===== src/rtl/frl_rx_tap_train_ctrl.sv =====
// rtl/frl_rx_tap_train_ctrl.sv - receive tap sweep, eye centring and lock error counting
module frl_rx_tap_train_ctrl #(
    parameter logic [7:0] PATTERN    = 8'h5C,
    parameter int         WINDOW     = 64,
    parameter int         SETTLE_CYC = 16,
    parameter int         MIN_EYE    = 4
) (
    input  logic        clk,
    input  logic        rst_n,
    input  logic [7:0]  din,
    input  logic        din_valid,
    input  logic        retrain,
    output logic        count,
    output logic        ud,
    output logic [6:0]  tap_pos,
    output logic        locked,
    output logic        fail,
    output logic [15:0] err_cnt
);

    typedef enum logic [2:0] {
        S_CLEAR, S_SETTLE, S_MEASURE, S_EVAL, S_STEP, S_CENTER, S_LOCKED, S_FAIL
    } state_e;

    localparam logic [1:0] CMD_CLEAR = 2'b00;
    localparam logic [1:0] CMD_HOLD  = 2'b01;
    localparam logic [1:0] CMD_DEC   = 2'b10;
    localparam logic [1:0] CMD_INC   = 2'b11;

    state_e      state_q, state_d;
    logic [6:0]  tap_q, tap_d;
    logic [7:0]  settle_q, settle_d;
    logic [8:0]  win_q, win_d;
    logic        mism_q, mism_d;
    logic        in_eye_q, in_eye_d;
    logic [6:0]  eye_start_q, eye_start_d;
    logic [6:0]  eye_end_q, eye_end_d;
    logic [15:0] err_q, err_d;
    logic        locked_q, locked_d;
    logic        fail_q, fail_d;
    logic [1:0]  cmd_q, cmd_d;
    logic [7:0]  width_w;
    logic        go_center_w;

    // Centre of the eye, rounded toward eye_start so it never undershoots the eye.
    function automatic logic [6:0] center_tgt(input logic [6:0] s, input logic [6:0] e);
        return s + ((e - s) >> 1);
    endfunction

    // State and all registered outputs; reset keeps the counter driven to clear.
    always_ff @(posedge clk or negedge rst_n) begin
        if (!rst_n) begin
            state_q     <= S_CLEAR;
            tap_q       <= '0;
            settle_q    <= '0;
            win_q       <= '0;
            mism_q      <= 1'b0;
            in_eye_q    <= 1'b0;
            eye_start_q <= '0;
            eye_end_q   <= '0;
            err_q       <= '0;
            locked_q    <= 1'b0;
            fail_q      <= 1'b0;
            cmd_q       <= CMD_CLEAR;
        end else begin
            state_q     <= state_d;
            tap_q       <= tap_d;
            settle_q    <= settle_d;
            win_q       <= win_d;
            mism_q      <= mism_d;
            in_eye_q    <= in_eye_d;
            eye_start_q <= eye_start_d;
            eye_end_q   <= eye_end_d;
            err_q       <= err_d;
            locked_q    <= locked_d;
            fail_q      <= fail_d;
            cmd_q       <= cmd_d;
        end
    end

    // Next state, eye tracking, and the command that will be presented in the next state.
    always_comb begin
        state_d     = state_q;
        tap_d       = tap_q;
        settle_d    = '0;
        win_d       = '0;
        mism_d      = mism_q;
        in_eye_d    = in_eye_q;
        eye_start_d = eye_start_q;
        eye_end_d   = eye_end_q;
        err_d       = err_q;
        width_w     = '0;
        go_center_w = 1'b0;

        case (state_q)
            S_CLEAR: begin
                in_eye_d = 1'b0;
                state_d  = S_SETTLE;
            end
            S_SETTLE: begin
                mism_d = 1'b0;
                if (settle_q == 8'(SETTLE_CYC - 1)) begin
                    state_d = S_MEASURE;
                end else begin
                    settle_d = settle_q + 8'd1;
                end
            end
            S_MEASURE: begin
                win_d = win_q;
                if (din_valid) begin
                    win_d = win_q + 9'd1;
                    if (din != PATTERN) begin
                        mism_d = 1'b1;
                    end
                    if (win_q == 9'(WINDOW - 1)) begin
                        state_d = S_EVAL;
                    end
                end
            end
            S_EVAL: begin
                if (!mism_q) begin
                    if (!in_eye_q) begin
                        eye_start_d = tap_q;
                        in_eye_d    = 1'b1;
                    end
                    eye_end_d = tap_q;
                end
                width_w = {1'b0, eye_end_d} - {1'b0, eye_start_d} + 8'd1;
                if (mism_q && in_eye_q) begin
                    if (width_w >= 8'(MIN_EYE)) begin
                        go_center_w = 1'b1;
                    end else begin
                        in_eye_d = 1'b0;
                    end
                end
                if (go_center_w) begin
                    state_d = S_CENTER;
                end else if (tap_q == 7'd127) begin
                    state_d = (in_eye_d && width_w >= 8'(MIN_EYE)) ? S_CENTER : S_FAIL;
                end else begin
                    state_d = S_STEP;
                end
            end
            S_STEP: begin
                tap_d   = tap_q + 7'd1;
                state_d = S_SETTLE;
            end
            S_CENTER: begin
                if (tap_q != center_tgt(eye_start_q, eye_end_q)) begin
                    tap_d = tap_q - 7'd1;
                end else begin
                    state_d = S_LOCKED;
                end
            end
            S_LOCKED: begin
                if (din_valid && din != PATTERN && err_q != 16'hFFFF) begin
                    err_d = err_q + 16'd1;
                end
            end
            S_FAIL: begin
            end
            default: state_d = S_CLEAR;
        endcase

        if (retrain) begin
            state_d     = S_CLEAR;
            in_eye_d    = 1'b0;
            eye_start_d = '0;
            eye_end_d   = '0;
            err_d       = '0;
        end
        if (state_d == S_CLEAR) begin
            tap_d = '0;
        end

        locked_d = (state_d == S_LOCKED);
        fail_d   = (state_d == S_FAIL);

        case (state_d)
            S_CLEAR:  cmd_d = CMD_CLEAR;
            S_STEP:   cmd_d = CMD_INC;
            S_CENTER: cmd_d = (tap_d != center_tgt(eye_start_d, eye_end_d)) ? CMD_DEC : CMD_HOLD;
            default:  cmd_d = CMD_HOLD;
        endcase
    end

    assign count   = cmd_q[1];
    assign ud      = cmd_q[0];
    assign tap_pos = tap_q;
    assign locked  = locked_q;
    assign fail    = fail_q;
    assign err_cnt = err_q;

endmodule


===== config.mk =====
export PLATFORM = sky130hd
export DESIGN_NAME = frl_rx_tap_train_ctrl
export DESIGN_NICKNAME = d
export VERILOG_FILES = /design/src/rtl/frl_rx_tap_train_ctrl.sv
export SDC_FILE = /design/constraint.sdc
export NUM_CORES = 1
export LEC_CHECK = 0
export BUFFER_PORTS_ARGS = -buffer_cell sky130_fd_sc_hd__buf_2
export CAP_MARGIN = 10
export CORE_MARGIN = 2
export CORE_UTILIZATION = 62
export CTS_CLUSTER_DIAMETER = 100
export DETAILED_ROUTE_END_ITERATION = 8
export PLACE_DENSITY = 0.82
export RECOVER_POWER = 100
export SYNTH_ARGS = -nofsm -noshare
export SYNTH_HDL_FRONTEND = slang
export SYNTH_SLANG_ARGS = --single-unit

===== constraint.sdc =====
create_clock -name clk -period 6.9 [get_ports clk]
set_input_delay 1.38 -clock clk [delete_from_list [all_inputs] [get_ports clk]]
set_output_delay 1.38 -clock clk [all_outputs]
set_load 0.005 [all_outputs]

Yosys cells after proc, flatten, opt, wreduce, memory -nomap -nowiden
Index checks and enable logic that the tools add are counted.
{ "totals": {"ff_bits": 63, "in_bits": 12, "out_inout_bits": 27, "word_cells": 98} }
{ "classes": {"add_sub_neg": 11, "magnitude_cmp": 1, "eq_ne": 19, "mux": 42, "reduce_logical": 13} }
{ "ops": {"columns": ["operator", "count"], "rows": [
  ["two-way mux 7 bit", 11],
  ["two-way mux 16 bit", 3],
  ["equality test 3 bit, second input constant", 7],
  ["two-way mux 9 bit", 2],
  ["adder 16 x 1 -> 16 bit, second input constant", 1],
  ["adder 8 x 1 -> 8 bit, second input constant", 2],
  ["two-way mux 8 bit", 2],
  ["!= test 16 bit, second input constant", 1],
  ["two-way mux 3 bit", 5],
  ["case mux 3 bit (5 select lines)", 1],
  ["adder 7 x 6 -> 7 bit", 2],
  ["!= test 7 bit", 2],
  ["case mux 7 bit (2 select lines)", 1],
  ["subtractor 7 bit", 2],
  ["two-way mux 1 bit", 10],
  ["adder 9 x 1 -> 9 bit, second input constant", 1],
  ["equality test 9 x 6 -> 1 bit, second input constant", 1],
  ["equality test 8 x 4 -> 1 bit, second input constant", 1],
  ["greater-or-equal comparator 8 x 3 -> 1 bit, second input constant", 1],
  ["two-way mux 2 bit", 4],
  ["!= test 8 x 7 -> 1 bit, second input constant", 1],
  ["subtractor 7 x 7 -> 8 bit", 1],
  ["adder 7 x 1 -> 7 bit, second input constant", 1],
  ["equality test 7 bit, second input constant", 1],
  ["other kinds (13)", 22]
]} }

Longest topological paths before layout
Gate-level depths: netlist of run 1.
{ "depth": {"depth_word": 20, "ltp_mapped": 23, "mapped_depth_nobuf": 20} }

Least setup slack after synthesis of run 1
No wires, ideal clock.
{ "synth_timing": {"kind": "input-to-reg", "startpoint": "input port retrain", "endpoint": "register cmd_q[0]", "setup_time_ns": 0.124, "arrival_ns": 5.707, "slack_ns": 1.069, "stages": 20, "n_path_buf": 4, "cell_sequence": "buf_2 > clkbuf_1 > buf_1 > buf_1 > nor2_1 > ha_1 > a21o_1 > a21oi_1 > o21bai_1 > a21oi_1 > xnor2_1 > ha_1 > or4b_2 > o2111ai_1 > mux2_2 > nor3_1 > nor3b_1 > o22ai_1 > nor4_2 > o31a_1"} }
{ "synth_between": {"elab_chain_cells": 6, "elab_cells_between_ends": 12, "classes_between": "2 x add/sub; 3 x eq/ne; 6 x mux; 1 x reduce/logical"} }
{ "synth_lines": {"columns": ["item", "line", "source"], "rows": [
  ["start: declaration", "12", "input logic retrain,"],
  ["two-way mux 7 bit", "165", "if (retrain) begin"],
  ["net eye_end_d[2]", "37", "logic [6:0] eye_end_q, eye_end_d;"],
  ["subtractor 7 bit", "47", "return s + ((e - s) >> 1);"],
  ["adder 7 x 6 -> 7 bit", "47", null],
  ["!= test 7 bit", "182", "S_CENTER: cmd_d = (tap_d != center_tgt(eye_start_d, eye_end_d)) ? CMD_DEC : CMD_HOLD;"],
  ["two-way mux 2 bit", "182", null],
  ["case mux 2 bit (3 select lines)", "179", "case (state_d)"],
  ["net cmd_d[0]", "41", "logic [1:0] cmd_q, cmd_d;"],
  ["end signal: assignment", "77", "cmd_q <= cmd_d;"],
  ["end: declaration", "41", null]
]} }
The timed path passes the listed nets, and every way through them passes these cells.
A chain may end at the register's enable or synchronous reset.

Final worst setup path of run 1
Same ends and word-level chain as after synthesis.

==> results of run 1 <==
cells by family after synthesis:
family,Yosys count,share of synthesized area (%)
buf+inv,62,4.93
compound gates,133,16.5
flops,63,30.5
mux,24,4.79
simple gates,219,21.1
xor+xnor,61,10.5
fa+ha+maj,46,11.8
state kept, by name (all words and copies together), names as in the netlist, 2 cells and up:
register / cells
eye_start_q: 7
err_cnt: 16
cmd_q: 2
tap_pos: 7
win_q: 9
settle_q: 8
eye_end_q: 7
state_q: 3
per-layer routing:
metal / vias to the layer above / track usage [%]
li1: 2209 / -
met1: 2181 / 37.8
met2: 148 / 53.3
met3: 26 / 4.90
met4: 0 / 10.1
met5: - / 0
worst max-delay path: stages:
cell	delay, ns
clkbuf_1	0.71
buf_4	0.43
nor2_1	0.12
ha_1	0.33
a21o_1	0.19
a21oi_1	0.23
o21bai_1	0.10
a21oi_1	0.18
xnor2_1	0.14
ha_1	0.30
or4b_2	0.69
o2111ai_1	0.21
mux2_1	0.41
nor3_1	0.17
nor3b_1	0.09
o22ai_1	0.16
nor4_1	0.08
o31a_1	0.25
power groups by stage:
stage | clock (mW) | combinational, mW | sequential, mW
after global placement | 0 | 0.329 | 0.401
after CTS | 0.300 | 0.342 | 0.395
final | 0.299 | 0.342 | 0.395
after global routing | 0.316 | 0.377 | 0.397
after floorplan | 0 | 0.263 | 0.391
after detailed placement | 0 | 0.339 | 0.402
metrics by stage:
| step | std cells | worst slack [ns] | utilization [%] |
|---|---|---|---|
| detailed placement | 731 | 1.02 | 66.7 |
| global placement | 731 | 1.20 | 66.7 |
| CTS | 747 | 1.40 | 68.9 |
| global route | 747 | 0.624 | 68.4 |
| finish | 747 | 0.970 | 68.4 |
| floorplan | 608 | 1.07 | - |
how the worst min path moves through the flow:
| stage | slack (ns) | cells past startpoint | end | from |
|---|---|---|---|---|
| finish | 0.47 | 1 | settle_q[0] | settle_q[0] |
| global route | 0.49 | 1 | settle_q[0] | settle_q[0] |
| CTS | 0.47 | 1 | settle_q[0] | settle_q[0] |
| detailed placement | 0.46 | 1 | settle_q[0] | settle_q[0] |
| global placement | 0.44 | 1 | settle_q[0] | settle_q[0] |
| floorplan | 0.43 | 1 | settle_q[0] | settle_q[0] |
Yosys cell counts (6+ instances only):
library cell and count:
buf_2 9, nor3_1 29, buf_1 6, a21o_1 7, inv_1 35, xor2_1 21, xnor2_1 39, nand3_1 18
nand4_1 6, nor2_1 73, clkbuf_1 10, o21ai_0 36, dfrtp_1 63, a211oi_1 11, mux2i_1 18, ha_1 40
a21oi_1 34, nand2_1 37, and3_1 9
cell type report:
type | count | area share [%]
Multi-Input combinational cell | 483 | 60.0
Timing Repair Buffer | 45 | 3.76
Clock inverter | 5 | 0.607
Tap cell | 105 | 2.36
Sequential cell | 63 | 28.3
Clock buffer | 11 | 2.54
Inverter | 35 | 2.36
placed cells by master, fill, tap and decap left out, types with 7 or more instances in the layout:
cell type	netlist	layout
dfrtp_1	63	63
inv_1	35	35
nand3_1	18	18
nand2_1	37	37
buf_2	9	20
mux2i_1	18	18
a21oi_1	34	34
nor3_1	29	29
and3_1	9	9
ha_1	40	40
nor2_1	73	73
clkbuf_8	0	10
a21o_1	7	7
xor2_1	21	21
xnor2_1	39	39
o21ai_0	36	38
clkbuf_1	10	22
a211oi_1	11	11
==> results.yml, run 1 <==
sta:
  finalSetupViolations: 0
  finalSetupTns_ns: 0
  finClkSkew_ns: 0.0210
  max_freq_mhz: 169
  timing.final.crit_period_ns: 5.93
  drv_slew: 83
  timing.hold.ws_ns: 0.471
  fin_crit_sh_pct: 85.9
  rsz0062_at_grt: "false"
  worstMarginPinSlew_ns: 3.29
  max_slew_margin_pct: -120
  hold_viol_final: 0
cells_and_area:
  final_nets: 694
  multi_input_area_mm2: 0.00334
  syn2layout_area_growth_pct: 7.44
  design_area_mm2: 0.00556
  drive_gt1_share_pct: 7.94
  antennaDiodeCount: 0
  n_fill_cell: 686
  seq_area_mm2: 0.00158
pwr:
  power.total_mw: 1.04
  p_sw_share_pct: 36.9
  switching_power_uw: 382
  p_int_uw: 654
  ir_drop_v: 0.000124
  pwr-share-clk_pct: 28.8
  p_leak_nw: 2.44
  power_frac_comb_pct: 33.0
  power_density_mw_per_mm2: 186
  sequentialPowerShare_pct: 38.2
detailed_routing:
  wire_per_inst_um: 17.1
  vias: 4564
  antenna_left: 0
  drt_pass1_iterations: 5
  dr.first_iter.drc_count: 245
  wl_met1_um: 5460
  highest_layer: "met4"
  routed_via_density: 6.11
  met3WireLength_um: 729
  wl_met2_um: 6280
  wl_um: 12800
  drc: 0
cts:
  worst_skew_pair.late_latency_ns: 0.36
  cts_resized: 0
  clock_path_buffers: 2
  ctsHtreeMaxLevel: 3
  cts.sinks: 63
  cts_buffers: 9
  cts_hold_buf: 0
  cts_tree: "built"
  clk_pin_slew_ns: 0.07
  cts_setup_buffers: 0
  clockRootBuffer: "clkbuf_8"
floorplanning:
  die_area_mm2: 0.00910
  row_count: 33
  die_w_um: 95.4
  initial_utilization_pct: 63.6
  coreArea_mm2: 0.00813
  num_io_pins: 39
  die_y_um: 95.4
logic_synthesis:
  synth_area_mm2: 0.00518
  yosysWarnings: 0
  synth_enable_flop_cells: 0
  syn_inst: 608
  ys_ff_latch: 63
  synth_area_per_cell_um2: 8.51
  synth.net_count: 665
  yosysSeqAreaShare_pct: 30.5
  yosysTopAreaCellShare_pct: 30.5
  synthTopCellsByArea: "dfrtp_1 30%, ha_1 9.7%, xnor2_1 6.6%"
  ys_types: 69
  ys.flop_type: "dfrtp_1"
  async_flop_share_pct: 100
  yosysTopAreaCell: "dfrtp_1"
worst_setup_path:
  crit_type: "input port to flop"
  endpoint_kind: "flop"
  r2r_end: "cmd_q[0]"
  rr_worst_depth: 20
  crit_arrival_ns: 6.17
  cp_max_fo: 24
  critPathLaunchType: "input port"
  reg2reg_from: "mism_q"
  endpoint: "cmd_q[0]"
  reg2reg_setup_slack_ns: 1.01
  crit_required_ns: 7.14
  crit_path_start: "retrain"
hold_path:
  min_path_type: "flop to flop"
placement:
  dp_hpwl_um: 9380
  gp_congestion: 0.892
  io_buffers: 38
  place_area_mm2: 0.00543
grt:
  grt_pass1_wl_um: 21300
  grt_antenna_before_repair: 0
  gr-total-overflow: 0
  grt_usage_pct: 30.3
  grt_pass1_vias: 4484
  grt_max_degree: 64
job:
  cap_viol_max_count: 2
run_status:
  status: "complete, but fails checks"
  failed_checks: "capacitance limit, slew limit"
Note: power is estimated with default switching activity, not from simulation.
==> run 2: changes to the inputs <==
CORE_UTILIZATION = 45   (was 62)
PLACE_DENSITY = unset   (was 0.82)
TNS_END_PERCENT = 1   (was unset)
==> run 2 against run 1 <==
Against the previous run:
- the flow still finishes with violations (capacitance limit, slew limit)
- fmax shrank 0.92%
- register-to-register slack worse by 0.09 ns
- total power rose by 19%
- routed wire length up 2.2%
- first-iteration DRC count is 16% higher
- flip-flop and latch count unchanged
- critical path type is now flop to flop
- non-clock buffer count is the same
- critical path depth rose by 3
- cell area rose by 3.3%
==> results.yml, run 2 (synthesized netlist as in run 1, its figures left out) <==
sta:
  hold_viol_final: 0
  max_slew_margin_pct: -132
  finalSetupTns_ns: 0
  drv_slew: 83
  finClkSkew_ns: 0.00788
  worstMarginPinSlew_ns: 3.48
  rsz0062_at_grt: "false"
  finalSetupViolations: 0
  timing.final.crit_period_ns: 5.98
  fin_crit_sh_pct: 86.7
  max_freq_mhz: 167
cells_and_area:
  layout_common_cells: "73 x nor2_1, 63 x dfrtp_1, 40 x ha_1, 39 x xnor2_1, 38 x o21ai_0"
  design_area_mm2: 0.00575
  seq_area_mm2: 0.00158
  final_nets: 694
  syn2layout_area_growth_pct: 11.0
  antennaDiodeCount: 0
  largest_reg_flops: 16
  final_common_cell: "nor2_1"
  n_fill_cell: 1104
  multi_input_area_mm2: 0.00333
  fin_util_pct: 50.8
  drive_gt1_share_pct: 8.72
cts:
  clk_pin_slew_ns: 0.06
  cts_hold_buf: 0
  cts_resized: 0
  clock_path_buffers: 2
  clockRootBuffer: "clkbuf_16"
  cts_buffers: 9
  worst_skew_pair.late_latency_ns: 0.33
  cts_tree: "built"
  cts_setup_buffers: 0
  ctsHtreeMaxLevel: 3
  cts.sinks: 63
detailed_routing:
  vias: 4511
  drc: 0
  drt_pass1_iterations: 4
  wire_per_inst_um: 16.7
  dr.first_iter.drc_count: 285
  routed_via_density: 5.75
  antenna_left: 0
  wl_um: 13100
worst_setup_path:
  cp_num_buf_inv: 1
  cp_max_fo: 14
  critPathLaunchType: "flop"
  cp_slowest_stage_delay_ns: 0.61
  endpoint_kind: "flop"
  crit_arrival_ns: 6.17
  cp_cell_sequence: "nor2_2 > clkbuf_1 > mux2i_1 > a211oi_1 > o21ai_0 > fa_1 > a21o_1 > a21oi_1 > o21bai_1 > a21oi_1 > xnor2_1 > ha_1 > and3b_1 > a21oi_1 > o2111ai_1 > and2_1 > a21oi_1 > a21oi_1 > or4_4 > nor4_1 > a211oi_1"
  crit_required_ns: 7.09
  crit_family: "compound AO/OA/AOI/OAI gates"
  crit_path_top_delay_cell: "dfrtp_1"
  crit_type: "flop to flop"
  crit_path_frequent_cell: "a21oi_1"
  reg2reg_setup_slack_ns: 0.92
placement:
  place_area_mm2: 0.00547
  gp_congestion: 0.892
  io_buffers: 38
  dp_hpwl_um: 9660
grt:
  grt_usage_pct: 21.7
  grt_pass1_vias: 4521
  grt_max_degree: 64
  grt_pass1_wl_um: 22000
  grt_antenna_before_repair: 0
  gr-total-overflow: 0
floorplanning:
  die_y_um: 111
  row_count: 39
  die_w_um: 111
  coreArea_mm2: 0.0113
  initial_utilization_pct: 45.7
  die_area_mm2: 0.0124
  num_io_pins: 39
run_status:
  failed_checks: "capacitance limit, slew limit"
  status: "complete, but fails checks"
hold_path:
  min_path_type: "flop to flop"
pwr:
  power_density_mw_per_mm2: 215
  ir_drop_v: 0.000113
  p_leak_nw: 2.53
  power.total_mw: 1.24
job:
  cap_viol_max_count: 2
[run 2: cell count changes in the layout (fill, tap and decap cells not counted), moves of 2 or more]
cell	previous run	this run
buf_2	20	29
buf_4	4	0
bufinv_16	0	2
clkbuf_1	22	16
clkbuf_16	0	9
clkbuf_8	10	0
clkinv_2	2	0
inv_6	0	3
[run 2: layout make-up]
class	instances	area share, %
Multi-Input combinational cell	483	57.9
Sequential cell	63	27.4
Clock buffer	9	3.92
Timing Repair Buffer	45	3.57
Tap cell	143	3.11
Inverter	35	2.29
Clock inverter	7	1.79
[run 2: layer usage]
| metal | global-route usage [%] | up-vias | part of all wire (%) | routed length, µm |
|---|---|---|---|---|
| met3 | 3.61 | 23 | 4.2 | 550 |
| li1 | - | 2212 | - | - |
| met2 | 36.5 | 115 | 48 | 6290 |
| met1 | 28.0 | 2161 | 45 | 5930 |
| met5 | 0 | - | 0 | 0 |
| met4 | 8.31 | 0 | 2.4 | 312 |
[run 2: report_power, final]
part	switching, mW	leakage (nW)	internal (mW)
Clock	0.182	0.157	0.321
Combinational	0.203	1.51	0.134
Sequential	0.0182	0.871	0.378
Total	0.403	2.53	0.833
[run 2: final timing paths]
check	cells past startpoint	start	endpoint
max	21	mism_q	cmd_q[1]
min	1	settle_q[0]	settle_q[0]
max reg2reg	21	mism_q	cmd_q[1]
min reg2reg	1	settle_q[0]	settle_q[0]
max in group asynchronous	2	rst_n	mism_q
min in group asynchronous	2	rst_n	tap_pos[3]
[run 2: metrics by stage]
| step | worst slack [ns] | hold WS [ns] | std cells |
|---|---|---|---|
| 4_1_cts | 1.22 | 0.455 | 785 |
| 2_1_floorplan | 1.07 | 0.425 | 608 |
| 3_3_place_gp | 0.994 | 0.442 | 769 |
| 3_5_place_dp | 0.902 | 0.447 | 769 |
| 6_report | 0.915 | 0.453 | 785 |
| 5_1_grt | 0.469 | 0.471 | 785 |
==> run 3: changes to the inputs <==
MAX_ROUTING_LAYER = met4   (was unset)
==> run 3 against run 2 <==
Against the previous run:
- global-route usage increased by 1.1 points
- critical endpoint is now cmd_q[0]
- the run still ends with capacitance limit, slew limit left
- clock skew increased by 0.00099 ns
- largest cell class unchanged
- fmax increased by 2.0%
- critical path depth decreased by 1
- combinational power about the same
- largest power group unchanged
- cell count unchanged
- first-iteration DRC count increased by 24%
==> results.yml, run 3 (synthesized netlist as in run 1, its figures left out) <==
cts:
  worst_skew_pair.late_latency_ns: 0.34
  cts_resized: 0
  ctsHtreeMaxLevel: 3
  cts_buffers: 9
  cts_tree: "built"
  clock_path_buffers: 2
  cts_hold_buf: 0
  clockRootBuffer: "clkbuf_16"
  cts.sinks: 63
  clk_pin_slew_ns: 0.06
  cts_setup_buffers: 0
cells_and_area:
  layout_common_cells: "73 x nor2_1, 63 x dfrtp_1, 40 x ha_1, 39 x xnor2_1, 38 x o21ai_0"
  syn2layout_area_growth_pct: 11.5
  final_nets: 694
  n_fill_cell: 1081
  drive_gt1_share_pct: 9.66
  fin_util_pct: 51.0
  final_common_cell: "nor2_1"
  antennaDiodeCount: 0
  largest_reg_flops: 16
floorplanning:
  initial_utilization_pct: 45.7
  coreArea_mm2: 0.0113
  die_y_um: 111
  num_io_pins: 39
  die_area_mm2: 0.0124
  die_w_um: 111
  row_count: 39
pwr:
  p_int_uw: 860
  p_sw_share_pct: 31.7
  switching_power_uw: 399
  power_density_mw_per_mm2: 218
  p_leak_nw: 2.56
  pwr-share-clk_pct: 41.7
  ir_drop_v: 0.000140
  power_frac_comb_pct: 26.9
  sequentialPowerShare_pct: 31.4
worst_setup_path:
  endpoint_kind: "flop"
  rr_worst_depth: 20
  cp_max_fo: 20
  r2r_end: "cmd_q[0]"
  crit_family: "simple AND/OR/NAND/NOR gates"
  cp_slowest_stage_delay_ns: 0.73
  path_depth: 20
  crit_path_top_delay_cell: "dfrtp_1"
  crit_type: "flop to flop"
  crit_path_frequent_cell: "a21oi_1"
  crit_path_start: "state_q[1]"
  reg2reg_setup_slack_ns: 1.03
  crit_arrival_ns: 6.09
  cp_num_buf_inv: 1
  endpoint: "cmd_q[0]"
  crit_required_ns: 7.12
  cp_cell_sequence: "and3b_1 > clkbuf_1 > nor2_1 > a21oi_1 > nand2_1 > ha_1 > a21o_1 > a21oi_1 > o21bai_1 > a21oi_1 > xnor2_1 > ha_1 > or4b_2 > o2111ai_1 > mux2_2 > nor3_1 > nor3b_1 > o22ai_1 > nor4_1 > o31a_1"
  critPathLaunchType: "flop"
  reg2reg_from: "state_q[1]"
detailed_routing:
  antenna_left: 0
  routed_via_density: 5.89
  vias: 4623
  wire_per_inst_um: 16.9
  dr.first_iter.drc_count: 352
  drt_pass1_iterations: 5
  wl_um: 13200
  drc: 0
sta:
  fin_crit_sh_pct: 85.0
  finalSetupTns_ns: 0
  timing.final.crit_period_ns: 5.87
  hold_viol_final: 0
  rsz0062_at_grt: "false"
  max_freq_mhz: 170
  drv_slew: 100
  finalSetupViolations: 0
  finClkSkew_ns: 0.00886
  worstMarginPinSlew_ns: 3.39
  max_slew_margin_pct: -126
grt:
  gr-total-overflow: 0
  grt_usage_pct: 22.9
  grt_antenna_before_repair: 0
  grt_pass1_vias: 4562
  grt_pass1_wl_um: 22500
  grt_max_degree: 64
run_status:
  failed_checks: "capacitance limit, slew limit"
  status: "complete, but fails checks"
placement:
  dp_hpwl_um: 9670
  gp_congestion: 0.906
  io_buffers: 38
job:
  cap_viol_max_count: 2
hold_path:
  hold-path-cell-count: 1
  min_path_type: "flop to flop"
## run 3: changes by cell type in the layout (fill, tap and decap cells not counted), moves of 2 or more
cell      delta
clkbuf_1     -5
buf_2        +3
inv_6        -3
clkbuf_8     +3
buf_4        +2
## run 3: power groups by stage
stage / combinational [mW] / sequential (mW) / clock (mW)
final: 0.339 / 0.396 / 0.525
after global routing: 0.371 / 0.398 / 0.549
after CTS: 0.338 / 0.396 / 0.532
after detailed placement: 0.335 / 0.403 / 0
after global placement: 0.332 / 0.402 / 0
after floorplan: 0.263 / 0.391 / 0
## run 3: area by class of cell
class,instances,area (µm²),area share [%]
clock buffer,12,267,4.62
clock inverter,4,76.3,1.32
inverter,35,131,2.28
multi-input combinational,483,3330,57.6
sequential,63,1580,27.3
tap,143,179,3.10
timing repair buffer,45,216,3.75
## run 3: worst reg2reg max path, stage by stage (launching register included)
cell and delay (ns):
dfrtp_1 0.73, and3b_1 0.49, clkbuf_1 0.63, nor2_1 0.09, a21oi_1 0.16, nand2_1 0.10, ha_1 0.34, a21o_1 0.19
a21oi_1 0.22, o21bai_1 0.10, a21oi_1 0.18, xnor2_1 0.14, ha_1 0.30, or4b_2 0.69, o2111ai_1 0.24, mux2_2 0.42
nor3_1 0.18, nor3b_1 0.09, o22ai_1 0.16, nor4_1 0.08, o31a_1 0.25
## run 3: per-stage QoR
step                      total power, mW  setup slack [ns]  hold WS [ns]  instance area (µm²)  std cells
final                                1.26              1.03         0.460                 5770        785
after global routing                 1.32             0.541         0.488                 5770        785
after CTS                            1.27              1.27         0.463                 5810        784
after detailed placement            0.738              1.05         0.455                 5470        768
after global placement              0.734              1.22         0.443                 5470        768
after floorplan                     0.654              1.07         0.425                 5180        608
## run 3: how the worst min path moves through the flow
| stage | from | endpoint | slack (ns) |
|---|---|---|---|
| 2_1_floorplan | settle_q[0] | settle_q[0] | 0.43 |
| 3_3_place_gp | settle_q[0] | settle_q[0] | 0.44 |
| 3_5_place_dp | settle_q[0] | settle_q[0] | 0.45 |
| 4_1_cts | settle_q[0] | settle_q[0] | 0.46 |
| 5_1_grt | settle_q[0] | settle_q[0] | 0.49 |
| 6_report | settle_q[0] | settle_q[0] | 0.46 |
## run 3: metal layers
layer / up-vias / part of all wire, % / track usage [%]
li1: 2211 / - / -
met1: 2213 / 44 / 29.2
met2: 160 / 47 / 36.5
met3: 39 / 5.7 / 3.99
met4: 0 / 2.6 / 8.56
met5: - / 0 / -
